--- src/rtl/mem_access_unit.sv ---
// mem_access_unit: load/store unit between EX and a single-beat data bus.
// Ports: clk, rst (sync, active-high); request side mem_req_valid, mem_we,
//   funct3, addr, wdata; pipeline side stall, done, data_from_MEM,
//   misalign, bus_err; bus side dbus_req/we/addr/wdata/be, dbus_ack/rdata.
module mem_access_unit #(
  parameter int XLEN    = 32,
  parameter int TIMEOUT = 16
) (
  input  logic            clk,
  input  logic            rst,
  input  logic            mem_req_valid,
  input  logic            mem_we,
  input  logic [2:0]      funct3,
  input  logic [XLEN-1:0] addr,
  input  logic [XLEN-1:0] wdata,
  output logic            stall,
  output logic            done,
  output logic [XLEN-1:0] data_from_MEM,
  output logic            misalign,
  output logic            bus_err,
  output logic            dbus_req,
  output logic            dbus_we,
  output logic [XLEN-1:0] dbus_addr,
  output logic [XLEN-1:0] dbus_wdata,
  output logic [3:0]      dbus_be,
  input  logic            dbus_ack,
  input  logic [XLEN-1:0] dbus_rdata
);

  localparam int CW = $clog2(TIMEOUT + 1);

  typedef enum logic [1:0] {
    IDLE,
    ACCESS,
    RESP
  } state_t;

  state_t state, state_nxt;

  logic [CW-1:0]   cnt;
  logic            we_q;
  logic [2:0]      f3_q;
  logic [XLEN-1:0] addr_q;
  logic [XLEN-1:0] wdata_q;
  logic [XLEN-1:0] data_q;
  logic            err_q;

  logic            legal;
  logic            start;
  logic            timeout;
  logic [XLEN-1:0] lane;
  logic [XLEN-1:0] load_val;

  // Stores only exist as B/H/W; unsigned variants are load-only.
  always_comb begin
    legal = 1'b0;
    case (funct3)
      3'b000:  legal = 1'b1;
      3'b001:  legal = ~addr[0];
      3'b010:  legal = (addr[1:0] == 2'b00);
      3'b100:  legal = ~mem_we;
      3'b101:  legal = ~mem_we & ~addr[0];
      default: legal = 1'b0;
    endcase
  end

  assign start    = (state == IDLE) & mem_req_valid & legal;
  assign misalign = (state == IDLE) & mem_req_valid & ~legal;
  assign stall    = start | (state == ACCESS);
  assign dbus_req = (state == ACCESS);
  assign dbus_we  = (state == ACCESS) & we_q;
  assign done     = (state == RESP);
  assign bus_err  = err_q;
  assign data_from_MEM = data_q;
  assign dbus_addr = {addr_q[XLEN-1:2], 2'b00};

  // An ack in the final allowed cycle takes precedence over the timeout.
  assign timeout = (state == ACCESS) & ~dbus_ack
                 & (cnt == CW'(TIMEOUT - 1));

  always_comb begin
    state_nxt = state;
    case (state)
      IDLE:    if (start) state_nxt = ACCESS;
      ACCESS:  if (dbus_ack | timeout) state_nxt = RESP;
      RESP:    state_nxt = IDLE;
      default: state_nxt = IDLE;
    endcase
  end

  always_comb begin
    dbus_be    = 4'b1111;
    dbus_wdata = wdata_q;
    case (f3_q[1:0])
      2'b00: begin
        dbus_be    = 4'b0001 << addr_q[1:0];
        dbus_wdata = {(XLEN/8){wdata_q[7:0]}};
      end
      2'b01: begin
        dbus_be    = 4'b0011 << addr_q[1:0];
        dbus_wdata = {(XLEN/16){wdata_q[15:0]}};
      end
      default: begin
        dbus_be    = 4'b1111;
        dbus_wdata = wdata_q;
      end
    endcase
  end

  assign lane = dbus_rdata >> {addr_q[1:0], 3'b000};

  always_comb begin
    load_val = lane;
    case (f3_q)
      3'b000:  load_val = {{(XLEN-8){lane[7]}}, lane[7:0]};
      3'b001:  load_val = {{(XLEN-16){lane[15]}}, lane[15:0]};
      3'b100:  load_val = {{(XLEN-8){1'b0}}, lane[7:0]};
      3'b101:  load_val = {{(XLEN-16){1'b0}}, lane[15:0]};
      default: load_val = lane;
    endcase
  end

  always_ff @(posedge clk) begin
    if (rst) begin
      state   <= IDLE;
      cnt     <= '0;
      we_q    <= 1'b0;
      f3_q    <= 3'b000;
      addr_q  <= '0;
      wdata_q <= '0;
      data_q  <= '0;
      err_q   <= 1'b0;
    end else begin
      state <= state_nxt;
      err_q <= timeout;
      if (start) begin
        cnt     <= '0;
        we_q    <= mem_we;
        f3_q    <= funct3;
        addr_q  <= addr;
        wdata_q <= wdata;
      end else if (state == ACCESS) begin
        cnt <= cnt + 1'b1;
      end
      if (state == ACCESS) begin
        if (dbus_ack) begin
          if (!we_q) data_q <= load_val;
        end else if (timeout) begin
          data_q <= '0;
        end
      end
    end
  end

endmodule

--- config.mk ---
export PLATFORM = sky130hd
export DESIGN_NAME = mem_access_unit
export DESIGN_NICKNAME = d
export VERILOG_FILES = /design/src/rtl/mem_access_unit.sv
export SDC_FILE = /design/constraint.sdc
export NUM_CORES = 1
export LEC_CHECK = 0
export CAP_MARGIN = 20
export CORE_ASPECT_RATIO = 1.2
export CORE_MARGIN = 2
export CORE_UTILIZATION = 35
export CTS_CLUSTER_DIAMETER = 120
export DETAILED_ROUTE_END_ITERATION = 8
export GPL_ROUTABILITY_DRIVEN = 0
export PLACE_DENSITY = 0.67
export SLEW_MARGIN = 20
export SYNTH_ARGS = -nofsm -noshare
export SYNTH_HDL_FRONTEND = slang
export SYNTH_SLANG_ARGS = --single-unit
--- constraint.sdc ---
create_clock -name clk -period 4.1 [get_ports clk]
set_input_delay 1.025 -clock clk [delete_from_list [all_inputs] [get_ports clk]]
set_output_delay 1.025 -clock clk [all_outputs]
set_load 0.02 [all_outputs]
==> results of run 1 <==
final timing paths:
| kind | from | endpoint | slack, ns | depth (start not counted) |
|---|---|---|---|---|
| max | addr[0] | stall | 0.11 | 5 |
| max reg2reg | cnt[0]$_SDFFE_PP0N_ | data_from_MEM[17]$_SDFFE_PP0P_ | 1.94 | 8 |
| min | addr_q[13]$_SDFFE_PP0P_ | addr_q[13]$_SDFFE_PP0P_ | 0.46 | 2 |
| min reg2reg | addr_q[13]$_SDFFE_PP0P_ | addr_q[13]$_SDFFE_PP0P_ | 0.46 | 2 |
worst min-delay path: cells and delay by family, from the launching register on:
kind             cells  cell delay, ns
AO/OA/AOI/OAI        1            0.05
AND/OR/NAND/NOR      1            0.05
flip-flops           1            0.31
cell usage after synthesis, types with 2 or more instances:
cell      count  area (µm²)
and3_1        2       12.51
o21a_1        6       45.04
o21ai_0      16       80.08
mux2i_1      16       160.2
a21oi_1      70       350.3
xor2_1        3       26.28
nand4b_1      2       17.52
buf_2         9       45.04
a221o_1      18       180.2
nor3_1        7       35.03
a22o_1        7       61.31
or2_2         3       18.77
nor2_1       13       48.80
nand2b_1      3       18.77
buf_1         3       11.26
nand3b_1      6       45.04
dfxtp_1     108        2162
nand2_1     150       563.0
nor3b_1       2       15.01
ha_1          2       25.02
mux2_2       25       281.5
inv_1         2       7.510
o311ai_0      2       17.52
mux4_2        7       157.7
buf_6         6       67.56
a22oi_1       7       52.55
buf_4        49       367.9
nor2b_1       6       37.54
clkbuf_1     23       86.33
and4bb_1      2       25.02
repair_timing:
action                                  4_1_cts  5_1_grt
endpoints found under the hold margin         0        0
endpoints found under the setup margin        0        1
gates resized for setup                       0        1
area by class of cell:
cell class	count	area [µm²]	area share (%)
clock buffers	11	242.7	3.311
clock inverters	5	46.29	0.6314
repair buffers	217	2155	29.39
well taps	200	250.2	3.413
multi-input cells	393	2464	33.60
flip-flops and latches	108	2162	29.49
inverters	3	12.51	0.1706
flip-flops by register name (all words and copies together) (netlist names):
register and flops:
addr_q 32, data_from_MEM 32, wdata_q 32, cnt 5, f3_q 3, state 2, bus_err 1, we_q 1
cell families (layout without fill, tap and decap cells):
logic type	Yosys count	after routing	synth area share, %
and+or+nand+nor	201	201	17.02
AOI/OAI and AO/OA	136	136	17.26
DFF	108	108	41.60
buffers and inverters	93	236	11.36
muxes	48	48	11.53
xor gates and xnor gates	4	4	0.6742
adders and majority gates	2	2	0.4814
other	1	2	0.07215
per-layer routing:
layer | vias up | part of all wire (%) | routed length (µm)
met3 | 17 | 9.5 | 1500
li1 | 2274 | - | -
met2 | 187 | 48 | 7520
met1 | 2187 | 41 | 6434
met5 | - | 0 | 0
met4 | 0 | 2.0 | 318
power groups by stage:
stage	Clock, mW	Combinational (mW)	Sequential, mW
floorplan	0	0.254	1.14
global placement	0	0.462	1.14
detailed placement	0	0.468	1.14
CTS	0.872	0.470	1.12
global route	0.916	0.501	1.12
finish	0.853	0.467	1.12
==> out/metrics.yaml, run 1 <==
hpwlAfterDp_mm: 11.58
crit_arrival_ns: 2.96
vdd_ir_drop_max_v: 0.0002340
initial_core_util_pct: 35.91
layout_min_cycle_time_ns: 3.986
required_ns: 3.07
syn_to_final_growth_pct: 41.07
grtUsageMet3_pct: 6.599
powerDensity_nw_per_um2: 332.6
die_area_um2: 15840
io_pins: 210
clock-sinks: 108
p_sw_share_pct: 27.61
drv_cap: 0
synth_area_um2: 5197
yosysWarningCount: 0
num_antenna_cells: 0
ant_nets: 0
vias_per_cell: 4.979
finalCritPeriodShare_pct: 97.21
fmax_ghz: 0.2509
setup_tns_ns: 0
cp_common_cell: "clkdlybuf4s50_1"
ys_seq_area_share_pct: 41.60
slew_violations: 0
portBuffers: 207
synth-edff-count: 0
ys_async_sr_fraction_pct: 0
crit_path_top_delay_cell: "or4_4"
grt.busiest_layer: "met2"
layout_common_cells: "clkdlybuf4s50_1, nand2_1, dfxtp_1"
power_frac_comb_pct: 19.2
critPathLaunchType: "input pin"
antenna_found_initial: 0
path_cells: "clkdlybuf4s50_1 -> or4_4 -> a21bo_2 -> nand2_1 -> clkdlybuf4s50_1"
synth_flop_cell: "dfxtp_1"
post_cts_buffers: 0
grt_pass1_vias: 4491
finalCoreUtilization_pct: 50.66
clock_latency_ns: 0.36
grt_util_all_layers_pct: 19.34
fillerInstances: 1370
grt_overflow: 0
ys_types: 48
post-place-ws_ns: 0.02653
tritoncts: "built"
setup-violations-final: 0
p_total_mw: 2.439
clk_path_buf_depth: 2
p_sw_uw: 673.3
clk_pin_slew_worst_paths_ns: 0.07
rows: 48
grt_util_met2_pct: 32.42
die_width_um: 115.2
worstSetupPathType: "input pin to output port"
numCtsBuffers: 9
slowest_delay_ns: 0.59
via_count: 4665
fin_hold_ws_ns: 0.4550
status: "complete, no violations"
drive_above_1_share_pct: 9.498
rsz0062_at_grt: "no"
ys_ff_latch: 108
stdcell_count: 937
hold_path_class: "register to register"
cts_max_level: 3
core_um2: 14470
post_dp_cell_area_um2: 7039
drc_errors: 0
slew_headroom_pct: 35.84
crit_fanout: 3
internal_power_mw: 1.766
final_common_cell: "clkdlybuf4s50_1"
hold_violations: 0
dr.pass1.iters: 4
use_met1_pct: 22.80
critPathCaptureType: "output port"
power_frac_clock_pct: 35.0
wirelength_mm: 15.77
netlist_instances: 593
fin_area_um2: 7332
avgSynthCellArea_um2: 8.765
holdBufCountCts: 0
die_y_um: 137.5
cp_top_family: "buffers and inverters"
routedWlPerCell_um: 16.83
grt_max_degree: 69
crit_buf_inv: 2
nets: 838
leakagePower_nw: 2.556
place_inst: 921
layout_setup_ws_ns: 0.1143
root_buffer: "clkbuf_16"
grt_pass1_wl_mm: 23.73
first_iter_violations: 335
fin_worst_skew_ns: 0.006484
sequentialPowerShare_pct: 45.9
tightest_slew_ns: 0.9624
(Power assumes the default switching activity.)
==> inputs of run 2 (changes only) <==
- CTS_CLUSTER_SIZE: not set -> 8
==> results of run 2 <==
Final layout, timing and power as in run 1 (identical DEF).
==> inputs of run 3 (changes only) <==
- CORE_UTILIZATION: 35 -> 47
- PLACE_DENSITY: 0.67 -> 0.86
==> out/metrics.yaml, run 3 (synthesized netlist as in run 1, its figures left out) <==
leakagePower_nw: 2.588  # was 2.556 nW
post-place-ws_ns: 0.06584  # was 0.02653 ns
final_common_cell: "clkdlybuf4s50_1"  # unchanged
drc_errors: 0  # unchanged
slew_violations: 0  # unchanged
fmax_ghz: 0.2468  # was 0.2509 GHz
rows: 42  # was 48
grt_max_degree: 75  # was 69
wirelength_mm: 14.94  # was 15.77 mm
nets: 840  # was 838
grt_pass1_wl_mm: 23.50  # was 23.73 mm
drv_cap: 0  # unchanged
hold_violations: 0  # unchanged
setup-violations-final: 0  # unchanged
root_buffer: "clkbuf_16"  # unchanged
vias_per_cell: 5.475  # was 4.979
clk_pin_slew_worst_paths_ns: 0.07  # about the same
critPathLaunchType: "input pin"  # unchanged
cts_max_level: 3  # unchanged
die_width_um: 100.0  # was 115.2 µm
worstSetupPathType: "input pin to output port"  # unchanged
clock_latency_ns: 0.35  # was 0.36 ns
setup_tns_ns: 0  # unchanged
tightest_slew_ns: 0.7657  # was 0.9624 ns
powerDensity_nw_per_um2: 347.3  # was 332.6 nW/µm²
die_area_um2: 11920  # was 15840 µm²
syn_to_final_growth_pct: 40.56  # was 41.07%
holdBufCountCts: 0  # unchanged
layout_min_cycle_time_ns: 4.052  # was 3.986 ns
grt_pass1_vias: 4775  # was 4491
status: "complete, no violations"  # unchanged
via_count: 4774  # was 4665
ant_nets: 0  # unchanged
finalCoreUtilization_pct: 66.84  # was 50.66%
crit_fanout: 3  # unchanged
critPathCaptureType: "output port"  # unchanged
hold_path_class: "register to register"  # unchanged
fin_worst_skew_ns: 0.007454  # was 0.006484 ns
vdd_ir_drop_max_v: 0.0002045  # was 0.0002340 V
drive_above_1_share_pct: 9.743  # was 9.498%
clock-sinks: 108  # unchanged
crit_arrival_ns: 3.03  # was 2.96 ns
routedWlPerCell_um: 17.14  # was 16.83 µm
core_um2: 10930  # was 14470 µm²
seq_area_um2: 2162  # unchanged
fin_hold_ws_ns: 0.4523  # was 0.4550 ns
initial_core_util_pct: 47.55  # was 35.91%
layout_common_cells: "clkdlybuf4s50_1, nand2_1, dfxtp_1"  # unchanged
rsz0062_at_grt: "no"  # unchanged
fillerInstances: 851  # was 1370
hpwlAfterDp_mm: 10.92  # was 11.58 mm
layout_setup_ws_ns: 0.04816  # was 0.1143 ns
dr.pass1.iters: 5  # was 4
tritoncts: "built"  # unchanged
postCtsResizedCells: 0  # unchanged
required_ns: 3.07  # about the same
portBuffers: 207  # unchanged
post_cts_buffers: 0  # unchanged
grt_util_all_layers_pct: 24.88  # was 19.34%
slew_headroom_pct: 48.95  # was 35.84%
antenna_found_initial: 1  # was 0
die_y_um: 119.2  # was 137.5 µm
numCtsBuffers: 9  # unchanged
grt_overflow: 0  # unchanged
multiInputGateArea_um2: 2460  # was 2464 µm²
io_pins: 210  # unchanged
first_iter_violations: 197  # was 335
clk_path_buf_depth: 2  # unchanged
finalCritPeriodShare_pct: 98.83  # was 97.21%
-- run 3: final timing paths --
kind | startpoint | to | slack [ns] | cells after the start
max | addr[0] | stall | 0.05 | 5
min | wdata_q[21]$_SDFFE_PP0P_ | wdata_q[21]$_SDFFE_PP0P_ | 0.45 | 2
max reg2reg | addr_q[1]$_SDFFE_PP0P_ | data_from_MEM[17]$_SDFFE_PP0P_ | 1.73 | 6
min reg2reg | wdata_q[21]$_SDFFE_PP0P_ | wdata_q[21]$_SDFFE_PP0P_ | 0.45 | 2
-- run 3: through the flow --
stage / total power [mW] / std cells / cell area (µm²)
2_1_floorplan: 1.393 / 594 / 5201
3_3_place_gp: 1.593 / 855 / 6969
3_5_place_dp: 1.602 / 855 / 6969
4_1_cts: 2.560 / 871 / 7303
5_1_grt: 2.638 / 872 / 7306
6_report: 2.537 / 872 / 7306
-- run 3: layout make-up --
type / count / share of cell area (%)
diodes: 1 / 0.03425
repair buffers: 219 / 29.70
well taps: 132 / 2.261
flip-flops and latches: 108 / 29.59
multi-input cells: 393 / 33.67
clock inverters: 7 / 1.490
inverters: 3 / 0.1713
clock buffers: 9 / 3.083
-- run 3: where the power goes --
part	internal (mW)	switching, mW	total (mW)
Clock	0.547	0.408	0.955
Combinational	0.239	0.222	0.461
Sequential	1.09	0.0328	1.12
-- run 3: per-layer routing --
layer / track usage [%] / wire length, µm
met1: 27.48 / 5720
met2: 42.19 / 7292
met3: 9.918 / 1487
met4: 10.36 / 442
met5: 0 / 0
-- run 3: critical path, stage by stage --
cell             delay, ns
clkdlybuf4s50_1       0.45
or4_1                 0.63
a21bo_2               0.26
nand2_1               0.06
clkdlybuf4s50_1       0.60
==> edit (settings of run 2) <==
Encoding of `state_t`: now one-hot (3 bits for 3 states).
--- a/src/rtl/mem_access_unit.sv
+++ b/src/rtl/mem_access_unit.sv
@@ -30,8 +30,8 @@
   localparam int CW = $clog2(TIMEOUT + 1);
 
-  typedef enum logic [1:0] {
-    IDLE,
-    ACCESS,
-    RESP
+  typedef enum logic [2:0] {
+    IDLE   = 3'b001,
+    ACCESS = 3'b010,
+    RESP   = 3'b100
   } state_t;
 
Formal check against the unedited RTL: same outputs for any inputs over 4 cycles, from zero or initial values and one cycle with rst high; so few cycles prove little.
==> edit against run 2 <==
- area after synthesis grew 0.46%
- setup slack gained 150 ps
- count of clock-buffer cells in the layout shrank 2
- routed wire length grew 1.6%
- cell count grew 2.7%
- sequential share of layout area grew 0.096 points
- sequential cell count grew 1
- cell area grew 0.60%
- power shrank 2.6%
- critical path type unchanged
- highest routed layer unchanged
==> edit: results (changes against run 2) <==
status=complete, no violations; Seq/Total Area, Yosys=41.8% (+0.19 points); asr flop ratio synth=0% (unchanged); Arr. time, crit path=2810 ps (-150 ps); Area contributors post-synth=dfxtp_1, nand2_1, a21oi_1, buf_4, mux2_2; largest net degree at the start of global routing=87 (+26%); H-tree Lvls=3 (unchanged); Post-Syn Area per Cell=8.48 sq um (-3.3%); Peak VDD IR=190 uV (-19%); synth unique cells=51 (+6.3%); Worst-path clk slew=70 ps (about the same); largest family of logic cells by synthesized area=simple AND/OR/NAND/NOR gates; Rel. slew slack=34.5% (-1.4 points); total leakage power=0.00256 uW (+0.15%); Post-Synth XOR/XNOR Area=0.671% (-0.0031 points); Adder-Cell Fraction of Synth Area=0.479% (-0.0022 points); fin nets=863 (+3.0%); Period minus WS final=3840 ps (-146 ps); DR iter-0 viols=374 (+12%); vias=4904 (+5.1%); share of cells above drive strength 1=8.27% (-1.2 points); Post-synth top cells=nand2_1, dfxtp_1, a21oi_1, buf_4, clkbuf_1; CTS resizes=0 (unchanged); fillers=1370 (unchanged); mux share of post-synthesis cell area=10.4% (-1.2 points); Synth Area in Compound Gates=16.6% (-0.70 points); gr usage total=19.5% (+0.20 points); first-pass GRT wire length=24200 microns (+1.8%); placed cells=946 (+2.7%); number of port buffers=207 (unchanged); Yosys warnings=0 (unchanged); CTS root buffer=clkbuf_16; Psw=652 uW (-3.2%); post-CTS setup buffer count=0 (unchanged); Worst Skew=9.69 ps (+3.21 ps); number of global-route vias before repair=4614 (+2.7%); dpl cell area=7100 sq um (+0.80%); first drt pass iteration count=5 (+1); detailed placement HPWL=11500 microns (-0.43%); clk buf depth=2 (unchanged); antenna violations before repair=0 (unchanged); Finished Layout Cells=962 (+2.7%); Critical Path Fanout Max=3 (unchanged); wire length per cell=16.7 microns (-1.0%)
## edit: layer usage
metal | share of wire, % | GRT usage [%]
met5 | 0 | 0
met4 | 2.9 | 9.44
met3 | 8.1 | 5.15
met2 | 47 | 30.6
met1 | 42 | 24.9
## edit: kinds of logic (layout without fill, tap and decap cells)
group | count (synthesis) | count (layout)
xor+xnor | 4 | 4
simple gates | 229 | 229
other cells | 1 | 2
fa+ha+maj | 2 | 2
flops | 109 | 109
buf+inv | 90 | 235
compound gates | 139 | 139
mux | 42 | 42
## edit: power by group through the flow
stage               Sequential [uW]  Clock [uW]  Combinational (uW)
detailed placement             1140           0                 424
global route                   1120         900                 454
CTS                            1110         868                 426
finish                         1110         838                 424
global placement               1140           0                 418
floorplan                      1130           0                 235
## edit: path summary, 6_finish.rpt
check	cells past startpoint	startpoint	slack, ps	end
max	5	addr[0]	260	misalign
max reg2reg	7	cnt[0]$_SDFFE_PP0P_	1820	data_from_MEM[28]$_SDFFE_PP0P_
min	2	addr_q[17]$_SDFFE_PP0P_	460	addr_q[17]$_SDFFE_PP0P_
min reg2reg	2	addr_q[17]$_SDFFE_PP0P_	460	addr_q[17]$_SDFFE_PP0P_
## edit: stage by stage
step	power (uW)	worst slack [ps]	util, %
2_1_floorplan	1360	690	-
6_report	2380	261	51.0
3_3_place_gp	1550	264	49.0
4_1_cts	2410	275	51.0
5_1_grt	2470	221	51.0
3_5_place_dp	1560	285	49.0
## edit: cell type report
cell class / count / area, sq um / area share [%]
Clock inverter: 7 / 55.1 / 0.746
Inverter: 4 / 27.5 / 0.373
Timing Repair Buffer: 215 / 2140 / 29.0
Sequential cell: 109 / 2180 / 29.6
Multi-Input combinational cell: 418 / 2500 / 33.9
Clock buffer: 9 / 225 / 3.05
Tap cell: 200 / 250 / 3.39
## edit: critical path: stages
cell	delay [ps]
clkdlybuf4s50_1	450
or4_1	640
nand2_1	110
nor2_1	50
clkdlybuf4s50_1	540
